[config.mk]
export PLATFORM = sky130hd
export DESIGN_NAME = sr_cmd_gen
export DESIGN_NICKNAME = d
export VERILOG_FILES = /design/src/rtl/sr_pkg.sv /design/src/rtl/sr_debounce.sv /design/src/rtl/sr_cmd_gen.sv
export SDC_FILE = /design/constraint.sdc
export NUM_CORES = 1
export LEC_CHECK = 0
export ABC_CLOCK_PERIOD_IN_PS = 1050
export CAP_MARGIN = 15
export CORE_MARGIN = 2
export CORE_UTILIZATION = 30
export CTS_BUF_LIST = sky130_fd_sc_hd__clkbuf_4
export DETAILED_ROUTE_END_ITERATION = 12
export GPL_TIMING_DRIVEN = 0
export PLACE_DENSITY_LB_ADDON = 0.08
export SYNTH_ARGS = -nofsm -noshare
export SYNTH_HDL_FRONTEND = slang
export SYNTH_HIERARCHICAL = 1
export SYNTH_SLANG_ARGS = --single-unit
[constraint.sdc]
create_clock -name clk -period 1.05 [get_ports clk]
set_clock_uncertainty 0.05 [all_clocks]
set_input_delay 0.2625 -clock clk [delete_from_list [all_inputs] [get_ports clk]]
set_output_delay 0.2625 -clock clk [all_outputs]
set_load 0.05 [all_outputs]
[src/rtl/sr_pkg.sv]
// sr_pkg: shared FSM state type and default parameters for the SR command conditioner
package sr_pkg;
  typedef enum logic [1:0] {IDLE, PULSE, HOLDOFF} sr_state_t;
  localparam int DEB_CYCLES_DEF = 4;
  localparam int GAP_DEF = 2;
  localparam int CNT_W_DEF = 8;
endpackage

[src/rtl/sr_debounce.sv]
// sr_debounce: 2-flop synchroniser, stable-count debouncer and rising-edge pulse
module sr_debounce
  import sr_pkg::*;
#(
  parameter int DEB_CYCLES = DEB_CYCLES_DEF
) (
  input  logic clk,
  input  logic clear,
  input  logic raw,
  output logic rise
);
  localparam int CW = $clog2(DEB_CYCLES + 1);
  logic [1:0] sync;
  logic [CW-1:0] cnt;
  logic level;
  // level flips after DEB_CYCLES consecutive mismatching samples; rise marks a 0->1 flip
  always_ff @(posedge clk)
    if (clear) begin
      sync <= '0;
      cnt <= '0;
      level <= 1'b0;
      rise <= 1'b0;
    end else begin
      sync <= {sync[0], raw};
      rise <= 1'b0;
      if (sync[1] == level) cnt <= '0;
      else if (cnt == CW'(DEB_CYCLES - 1)) begin
        cnt <= '0;
        level <= ~level;
        rise <= ~level;
      end else cnt <= cnt + 1'b1;
    end
endmodule

[src/rtl/sr_cmd_gen.sv]
// sr_cmd_gen: debounced set/reset requests to spaced, never-overlapping s/r pulses; SR_CONFLICT_CNT_EN enables the conflict counter
module sr_cmd_gen
  import sr_pkg::*;
#(
  parameter int DEB_CYCLES = DEB_CYCLES_DEF,
  parameter int GAP = GAP_DEF,
  parameter int CNT_W = CNT_W_DEF
) (
  input  logic clk,
  input  logic clear,
  input  logic set_raw,
  input  logic rst_raw,
  output logic s,
  output logic r,
  output logic busy,
  output logic shadow_q,
  output logic [CNT_W-1:0] conflict_cnt
);
  localparam int HW = $clog2(GAP + 2);
  sr_state_t state, state_n;
  logic set_rise, rst_rise, set_pend, rst_pend, set_eff, rst_eff, idle, s_n, r_n;
  logic [HW-1:0] hcnt, hcnt_n;

  sr_debounce #(.DEB_CYCLES(DEB_CYCLES)) u_set (.clk(clk), .clear(clear), .raw(set_raw), .rise(set_rise));
  sr_debounce #(.DEB_CYCLES(DEB_CYCLES)) u_rst (.clk(clk), .clear(clear), .raw(rst_raw), .rise(rst_rise));

  assign set_eff = set_pend | set_rise;
  assign rst_eff = rst_pend | rst_rise;
  assign idle = state == IDLE;
  assign busy = !idle;

  // next state: serve a lone request from IDLE, then one pulse cycle and GAP holdoff cycles
  always_comb begin
    state_n = state;
    hcnt_n = hcnt;
    s_n = 1'b0;
    r_n = 1'b0;
    unique case (state)
      IDLE: if (set_eff ^ rst_eff) begin
        state_n = PULSE;
        s_n = set_eff;
        r_n = rst_eff;
      end
      PULSE: begin
        state_n = GAP > 0 ? HOLDOFF : IDLE;
        hcnt_n = HW'(GAP > 0 ? GAP - 1 : 0);
      end
      HOLDOFF: begin
        state_n = hcnt == '0 ? IDLE : HOLDOFF;
        hcnt_n = hcnt - 1'b1;
      end
      default: state_n = IDLE;
    endcase
  end

  // state, pulses, shadow q and pending flags; IDLE consumes every effective request
  always_ff @(posedge clk)
    if (clear) begin
      state <= IDLE;
      hcnt <= '0;
      s <= 1'b0;
      r <= 1'b0;
      shadow_q <= 1'b0;
      set_pend <= 1'b0;
      rst_pend <= 1'b0;
    end else begin
      state <= state_n;
      hcnt <= hcnt_n;
      s <= s_n;
      r <= r_n;
      shadow_q <= s_n ? 1'b1 : r_n ? 1'b0 : shadow_q;
      set_pend <= idle ? 1'b0 : set_eff;
      rst_pend <= idle ? 1'b0 : rst_eff;
    end

`ifdef SR_CONFLICT_CNT_EN
  // saturating count of simultaneous requests dropped in IDLE
  always_ff @(posedge clk)
    if (clear) conflict_cnt <= '0;
    else if (idle && set_eff && rst_eff && conflict_cnt != '1) conflict_cnt <= conflict_cnt + 1'b1;
`else
  assign conflict_cnt = '0;
`endif
endmodule

; ---- Yosys cells after proc, flatten, opt, wreduce, memory -nomap -nowiden
; Cells that the tools add are included.
[totals]
ff_bits = 23
in_bits = 4
output_inout_bits = 12
wordCells = 56
[classes]
add_sub_neg = 3
n_eq_ne = 7
mux = 10
n_bitwise = 9
reduce_logical = 12
[ops]
columns = op, count
row1 = $reduce_or A3 Y1, 4
row2 = $add A3 B1 Y3 const B, 2
row3 = $eq A3 B2 Y1 const B, 2
row4 = $mux W1, 6
row5 = $not A1 Y1, 6
row6 = $pmux W2 S3, 1
row7 = $logic_not A2 Y1, 2
row8 = $mux W2, 2
row9 = $pmux W2 S2, 1
row10 = $reduce_and A2 Y1, 2
row11 = $reduce_bool A2 Y1, 2
row12 = $eq A1 B1 Y1, 2
row13 = $eq A2 B1 Y1 const B, 1
row14 = $eq A2 B2 Y1 const B, 1
row15 = $ne A2 B1 Y1 const B, 1
row16 = $or A1 B1 Y1, 2
row17 = $reduce_or A2 Y1, 1
row18 = $sub A2 B1 Y2 const B, 1
row19 = $logic_not A1 Y1, 1
row20 = $xor A1 B1 Y1, 1

; ---- Depth between registers and ports, before layout
; Gate-level depths: netlist of the first run.
[depth]
depth_word = 6
depth_mapped = 5
mapped_depth_nobuf = 5

; ---- Hierarchy
; The synthesis of the first run kept the hierarchy.
[modules_own_cells]
columns = mod, instances, cells_per_inst, area_per_inst_um2, seq_area_each_um2
row1 = sr_debounce, 2, 19, 244.0, 140.1
row2 = sr_cmd_gen, 1, 48, 430.4, 180.2

; ---- Least setup slack after synthesis of the first run
; OpenSTA, ideal clock, no wires.
[synth_path]
kind = reg2out
startpoint = reg state[0]
endpoint = out busy
t_arrival_ps = 981
t_required_ps = 737
slack_ps = -244
stages_incl_launch_ff = 4
n_path_buf = 0
path_cell_list = dfxtp_1 -> inv_1 -> ha_1 -> inv_1
[synth_via]
elab_chain_cells = 2
[synth_rtl]
columns = item, line_no
row1 = from (decl), sr_cmd_gen.sv:20  ; sr_state_t state, state_n;
row2 = from (signal assigned), sr_cmd_gen.sv:67  ; state <= state_n;
row3 = $logic_not A2 Y1, sr_cmd_gen.sv:29  ; assign idle = state == IDLE;
row4 = $logic_not A1 Y1, sr_cmd_gen.sv:30  ; assign busy = !idle;
row5 = to (decl), sr_cmd_gen.sv:15  ; output logic busy,
; No other way between the ends.

; ---- Worst setup path after layout of the first run
[layout_path]
startpoint = reg state[1]
endpoint = out busy
; Same word-level chain as after synthesis.

==> results.txt, run 1 <==
The flow ran to the end, but the final reports show violations. The checks that failed: setup timing. The cell sitting at the root of the clock tree is a sky130_fd_sc_hd__clkbuf_4. The switching power total came out at 0.436 mW.

The detailed-route wire length per cell came out at 10.5 µm. The top flip-flop cell by instance count after synthesis is sky130_fd_sc_hd__dfxtp_1. The final clock period utilization by the worst path came out at 1.33. The via count of the first global-routing pass is 567.

Of the total power, combinational logic draws 0.188. The highest clock rate came out at 717 MHz. The count of max-cap constraint violations is 0.

The layout-stage area growth over the synthesis result is 51.0%. For this run, the number of Yosys warnings is 6. The effective utilization at floorplan came out at 0.308.

The number of standard-cell rows in the floorplan came out at 20. The worst-case IR drop observed on VDD is 524 µV. Timing analysis after detailed placement gives a worst setup slack of -780 ps. Clock-pin slew was measured on the worst setup and hold paths at 110 ps. The number of top-level pins is 16. The total leakage power is 0.510 nW.

Internal power comes to 1.20 mW. TritonCTS built the clock tree. In the synthesized netlist the async set-or-reset flop fraction comes to 0.

The share of the yosys chip area belonging to registers came out at 0.501. The share of total power dissipated in the clock network is 0.254. The wire length of the first global-routing pass is 2390 µm. The endpoint identified for the worst register-to-register timing path is state[1]. The number of buffers inserted by hold repair at cts came out at 0. The total count of max-transition violations in the final report came to 0.

STA classifies the critical path endpoint as an output pin. The placed wire-length estimate after detailed placement is 946 µm. The final hold slack came out at 406 ps. The share of the synthesized netlist area taken by xor and xnor gates is 0.0286. The routed wire length is 1530 µm.

The startpoint identified for the worst hold timing path is u_rst/sync[0]. The count of distinct cell types in the synthesized netlist is 23. The met3 wire length is 60 µm. The number of search-and-repair iterations in the first detailed-routing pass is 4.

The final estimated routing congestion in global placement came out at 0.689. Setup violations remaining at the end of the flow were counted as 13. The combinational family with the most area after synthesis is simple AND/OR/NAND/NOR gates. The setup slack of the critical path after layout is -345 ps. The capture endpoint of the worst hold path is u_rst/sync[1]. The instance area at placement came out at 0.00111 mm². The port buffer count came out at 7. The overall die width is 59.3 µm. The worst reg2reg path depth came out at 5. The initial antenna violation count came out at 0. The H-tree level count is 1. The post-synthesis share of cell area spent on full adders, half adders and majority gates is 0.0954. The routed length on met2 is 781 µm. The share of cell area taken by muxes after synthesis came out at 0.0218. Measured along the y axis, the die boundary spans 59.3 µm.

The power per cell area is 1180 mW/mm². The tightest min-delay check is of the reg -> reg type. The maximum buffer depth of the clock tree is 2. The total area of sequential cells is 473 µm². The switching share of power is 0.267. The count of mapped cells out of synthesis is 86. The count of nets left with antenna violations once routing finished came out at 0. Setup repair after global routing could not meet its margin everywhere. For this block, the via count after detailed routing is 653. The time the worst path needs with I/O delays and setup is 1400 ps. The total non-filler cell area in the finished layout is 0.00139 mm². The compound-gate portion of the synthesized area is 0.0586. The total count of hold-check failures in the final report is 0. The filler cell count in the final layout came out at 278.

At the end of the flow, the number of nets in the layout was 124. The proportion of power drawn by flip-flops and latches is 0.558. In this run the worst path has a maximum fanout of 2.

Summed over all layers, the global routing overflow is 0. For the worst-skew pair, the clock arrives at the later sink with an insertion delay of 300 ps. A synthesized cell averages 10.7 µm². The detailed-routing wirelength on met1 came out at 660 µm. After detailed routing, the number of vias per cell comes to 4.50. The total track usage is 0.0933. The number of flops mapped to enable cells by yosys is 0.

The area enclosed by the die boundary came out at 0.00352 mm². The data arrival time at the worst-slack endpoint is 1080 ps. STA puts the critical path data required time at 740 ps. The transition time at the pin with the least slew margin is 589 ps. The startpoint-to-endpoint class of the critical path is reg -> out.

The netlist area before placement is 918 µm². CTS saw 23 sinks. The post-synthesis share of cell area spent on and, or, nand and nor gates is 0.196. The ratio of cells with drive above 1 in the final layout is 0.589.

The final antenna diode count is 0. Once layout is complete, the utilization of the core stands at 0.466. The maximum number of pins on one net before global-route repair is 22.

The reg-to-reg startpoint is state[0]. After detailed routing, the number of remaining DRC violations is 0. The core region is 0.00298 mm². The launching element type of the critical path is a register. The synthesized design contains 23 register bits.

The initial DRC count came out at 12. The total CTS buffers came out at 3. The total area of multi-input combinational cells came out at 604 µm². Measured against its own limit, the worst slew margin works out to 0.607. The design draws 1.63 mW. The top metal layer carrying routed signals is met4. The worst hold path cell count is 1.

The minimum setup slack among reg-to-reg paths is -190 ps.
registers in the layout, summed over array words and instances (netlist names):
name and cells:
rst_pend 1, u_rst/sync 2, u_set/level 1, u_rst/cnt 3
state 2, u_set/cnt 3, u_set/rise 1, u_rst/rise 1
u_set/sync 2, set_pend 1, shadow_q 1, r 1
hcnt 2, u_rst/level 1, s 1
layer usage:
| metal | vias to the layer above | track usage |
|---|---|---|
| li1 | 332 | - |
| met1 | 304 | 0.108 |
| met2 | 13 | 0.146 |
| met3 | 4 | 0.0262 |
| met4 | 0 | 0.0682 |
| met5 | - | 0 |
through the flow:
step           setup TNS [ps]  instances
5_1_grt                 -1750        145
4_1_cts                 -1120        145
6_report                -1070        145
2_1_floorplan           -78.6         93
3_5_place_dp           -15360        133
3_3_place_gp           -15550        133
area by class of cell:
cell class / count / share of cell area
Multi-Input combinational cell: 55 / 0.436
Sequential cell: 23 / 0.341
Timing Repair Buffer: 15 / 0.106
Buffer: 8 / 0.0433
Tap cell: 33 / 0.0298
Clock buffer: 4 / 0.0217
Inverter: 7 / 0.0217
timing repair:
| item | 4_1_cts | 5_1_grt |
|---|---|---|
| setup buffers | 8 | 0 |
| cloned | 0 | 0 |
| pin swaps | 9 | 8 |
| gates resized for setup | 52 | 15 |
| endpoints found under the setup margin | 27 | 20 |
| endpoints found under the hold margin | 0 | 0 |
synthesized netlist by cell type, types with 2 or more instances:
master | count | share of area
sky130_fd_sc_hd__a21oi_1 | 2 | 0.011
sky130_fd_sc_hd__and4bb_2 | 2 | 0.027
sky130_fd_sc_hd__buf_4 | 8 | 0.065
sky130_fd_sc_hd__dfxtp_1 | 23 | 0.50
sky130_fd_sc_hd__ha_1 | 7 | 0.095
sky130_fd_sc_hd__inv_1 | 7 | 0.029
sky130_fd_sc_hd__mux2i_1 | 2 | 0.022
sky130_fd_sc_hd__nor2_1 | 5 | 0.020
sky130_fd_sc_hd__nor2_2 | 2 | 0.014
sky130_fd_sc_hd__nor2b_1 | 5 | 0.034
sky130_fd_sc_hd__nor3_1 | 2 | 0.011
sky130_fd_sc_hd__nor4_1 | 6 | 0.041
sky130_fd_sc_hd__nor4b_2 | 2 | 0.033
sky130_fd_sc_hd__o21ai_0 | 2 | 0.011
sky130_fd_sc_hd__xnor2_1 | 3 | 0.029
critical path: stages (launching register included):
cell and delay (ps):
sky130_fd_sc_hd__dfxtp_2 350, sky130_fd_sc_hd__inv_2 70, sky130_fd_sc_hd__ha_4 150, sky130_fd_sc_hd__clkinvlp_4 70, sky130_fd_sc_hd__buf_6 140
cell families (layout without fill, tap and decap cells):
| family | Yosys count | in the layout |
|---|---|---|
| AND/OR/NAND/NOR | 27 | 27 |
| multiplexers | 2 | 2 |
| buffers and inverters | 15 | 34 |
| XOR/XNOR | 3 | 3 |
| adder cells (fa/ha/maj) | 7 | 7 |
| flip-flops | 23 | 23 |
| AO/OA/AOI/OAI | 8 | 8 |
| other | 1 | 8 |
how the worst max path moves through the flow:
| stage | from | to | slack, ps | cells after the start |
|---|---|---|---|---|
| CTS | state[1] | busy | -370 | 4 |
| floorplan | state[1] | busy | -50 | 3 |
| global placement | clear | s | -820 | 3 |
| global route | state[1] | busy | -380 | 4 |
| finish | state[1] | busy | -350 | 4 |
| detailed placement | clear | r | -780 | 3 |
power by group through the flow:
stage               sequential (mW)  combinational (mW)  clock (mW)
finish                        0.910               0.307       0.414
global route                  0.911               0.331       0.479
CTS                           0.906               0.287       0.456
detailed placement            0.925               0.244           0
global placement              0.925               0.241           0
floorplan                     0.923               0.193           0
placed cells by master (no fill, tap or decap), drive strengths merged, types with 3 or more instances in the layout:
cell    synthesis  routed
clkbuf          0       4
nor2b           5       5
xnor2           3       3
dfxtp          23      23
buf             8      20
nor4            6       6
nor2            7       7
ha              7       7
inv             7       6
conb            1       8
Power figures use the tool's default switching activity.
==> run 2: changes to the inputs <==
--- a/config.mk
+++ b/config.mk
@@ -5,7 +5,7 @@
 export SDC_FILE = /design/constraint.sdc
 export NUM_CORES = 1
 export LEC_CHECK = 0
-export ABC_CLOCK_PERIOD_IN_PS = 1050
+export ABC_CLOCK_PERIOD_IN_PS = 1200
 export CAP_MARGIN = 15
 export CORE_MARGIN = 2
 export CORE_UTILIZATION = 30
==> constraint.sdc (replaced) <==
create_clock -name clk -period 1.2 [get_ports clk]
set_clock_uncertainty 0.05 [all_clocks]
set_input_delay 0.3 -clock clk [delete_from_list [all_inputs] [get_ports clk]]
set_output_delay 0.3 -clock clk [all_outputs]
set_load 0.05 [all_outputs]
==> run 2 against run 1 <==
Against the previous run:
- the flow still finishes with violations (setup timing)
- global-route usage grew 0.20 points
- critical path depth stayed put
- setup slack improved by 110 ps
- clock power is 16% lower
- via count fell by 1.8%
- non-clock buffer count decreased by 1
- clock-buffer cell count fell by 1
- final cell count fell by 0.69%
- final area fell by 6.1%
- combinational power down 7.5%
- die area did not move
- highest routed layer unchanged
==> results.txt, run 2 (synthesized netlist as in run 1, its figures left out) <==
The power per cell area is 1090 mW/mm². The effective utilization at floorplan is 0.308. Of the available clock period, the critical path in the final layout requires 1.20. The number of search-and-repair iterations in the first detailed-routing pass is 4. The via count of the routed design came out at 641. The overall die width came out at 59.3 µm. The power after layout came out at 1.42 mW. The combinational group share of total power is 0.200.

The area enclosed by the die boundary is 0.00352 mm². For this run, global-route usage on met1 was measured as 0.111. The placed wire-length estimate after detailed placement came out at 948 µm. The library cell used most frequently in the layout, excluding fill and tap cells, is sky130_fd_sc_hd__dfxtp_1.

The remaining antenna violation count is 0. Input and output buffers added on the ports amount to 7. The layer flagged by global routing as most heavily used is met2. The setup path with the least slack is of type reg -> out. The flow ran to the end, but the final reports show violations.

The largest vdd supply drop is 447 µV. Across all register-to-register paths, the minimum setup slack is -130 ps. The worst hold path cell count came out at 1. In the layout the commonest cells are 16 x sky130_fd_sc_hd__dfxtp_1, 13 x sky130_fd_sc_hd__buf_4, 8 x sky130_fd_sc_hd__conb_1. The number of standard-cell rows in the floorplan came out at 20. The worst-case headroom to the max-slew limit came out at 0.639. The startpoint identified for the worst hold timing path is u_rst/cnt[0]. Compared with the post-synthesis result, the final layout area differs by 41.7%. The total CTS buffers came out at 3.

At the pin with the least slew margin, the transition time is 542 ps. The routed wire length is 1520 µm. Setup repair after global routing could not meet its margin everywhere. The tree is rooted in a sky130_fd_sc_hd__clkbuf_4. For met2 alone, demand over resource in global routing was 0.163.

The number of nets in the final layout is 123. The number of buffers inserted by hold repair at cts is 0. The setup slack of the critical path after layout came out at -236 ps. The total leakage power came out at 0.503 nW. The worst reg2reg path depth is 6. The die span in y came out at 59.3 µm. The final antenna diode count came out at 0. The total count of hold-check failures in the final report came out at 0. The area inside the core boundary is 0.00298 mm².

The via count of the first global-routing pass came out at 658. Across the run, the number of max-cap violations was 0. In the global route stage, overall resource usage came out at 0.0953. The maximum net fanout on the critical path is 2. The highest clock rate is 696 MHz. The largest registers in the layout are u_rst/cnt: 3 flops, u_set/cnt: 3 flops.

In the final routed layout, each cell accounts on average for 10.5 µm. The instance area at placement came out at 0.00107 mm². The clock slew seen by the registers of the worst setup and hold paths is 120 ps. The clock latency of the later-clocked register in the worst-skew pair came out at 300 ps.

The class of the tightest hold or removal check is reg -> reg. The maximum number of pins on one net before global-route repair came out at 22. For this run, global-route usage on met3 was measured as 0.0197. The total non-filler cell area in the finished layout is 0.00130 mm². The first global-routing pass estimated 2560 µm of wire. The switching share of power came out at 0.277. The internal power contribution is 1.03 mW. The data arrival time at the worst-slack endpoint is 1090 ps. The initial antenna violation count came out at 0. The final global-route overflow total came out at 0. The final reports fail on setup timing. The worst endpoint required time is 850 ps. The worst setup path is launched from a register. The time the worst path needs with I/O delays and setup is 1440 ps. The worst setup path is captured at an output pin. The number of setup violations in the final report came out at 3. The total count of max-transition violations in the final report was 0. TritonCTS built the clock tree.

The mean number of vias per cell is 4.45. The H-tree level count came out at 1. The share of total power dissipated in the clock network is 0.244.

In the final layout, the share of cells above drive strength 1 is 0.505. For this design, the sink count on the clock tree is 23. The DRC violations left is 0.

The reg-to-reg startpoint is state[0]. The proportion of power drawn by flip-flops and latches came out at 0.556. The final hold slack is 367 ps. The maximum buffer depth of the clock tree came out at 2. The critical path starts at state[1]. The number of top-level pins is 16. The initial DRC count is 9. The final estimated routing congestion in global placement is 0.726.

The switching power total is 0.394 mW.
[run 2: cell types whose count changed in the layout (fill, tap and decap cells not counted), moves of 3 or more]
cell,previous run,this run
sky130_fd_sc_hd__buf_6,1,5
sky130_fd_sc_hd__dfxtp_2,10,6
sky130_fd_sc_hd__buf_4,16,13
sky130_fd_sc_hd__dfxtp_1,13,16
sky130_fd_sc_hd__nor4_4,3,0
[run 2: final timing paths]
| kind | endpoint |
|---|---|
| max | busy |
| max reg2reg | state[1] |
| min reg2reg | u_rst/cnt[0] |
| min | u_rst/cnt[0] |
[run 2: timing repair]
action                     in CTS  in global routing
pin swaps                       4                  7
gates resized for setup        37                 29
buffers inserted                4                  4
setup endpoints to repair      27                 20
[run 2: power groups by stage]
| stage | sequential (mW) | combinational, mW | clock (mW) |
|---|---|---|---|
| after floorplan | 0.806 | 0.168 | 0 |
| after global placement | 0.807 | 0.209 | 0 |
| after detailed placement | 0.808 | 0.210 | 0 |
| after CTS | 0.793 | 0.235 | 0.379 |
| after global routing | 0.793 | 0.306 | 0.397 |
| final | 0.791 | 0.284 | 0.347 |
[run 2: final cells by class]
cell class              count  area, µm²
fillers                   283       1680
clock inverters             1       5.00
repair buffers             14        134
well taps                  33       41.3
flip-flops and latches     23        472
inverters                   7       30.0
clock buffers               3       22.5
plain buffers               8       60.1
multi-input cells          55        537
[run 2: worst max-delay path: stages, from the launching register on]
cell                         delay [ps]
sky130_fd_sc_hd__dfxtp_2            340
sky130_fd_sc_hd__inv_2               80
sky130_fd_sc_hd__ha_4               150
sky130_fd_sc_hd__clkinvlp_4          70
sky130_fd_sc_hd__buf_6              140
[run 2: through the flow]
step / setup WS, ps / util / setup TNS (ps) / std cells
2_1_floorplan: 4.38 / - / 0 / 93
3_3_place_gp: -670 / 0.360 / -12000 / 133
3_5_place_dp: -632 / 0.360 / -11820 / 133
4_1_cts: -262 / 0.385 / -499 / 141
5_1_grt: -285 / 0.437 / -718 / 144
6_report: -236 / 0.437 / -486 / 144
[run 2: routing by layer]
metal  wire length (µm)  share of wire
met1                704           0.46
met2                739           0.49
met3                 58          0.038
met4                 17          0.011
met5                  0              0
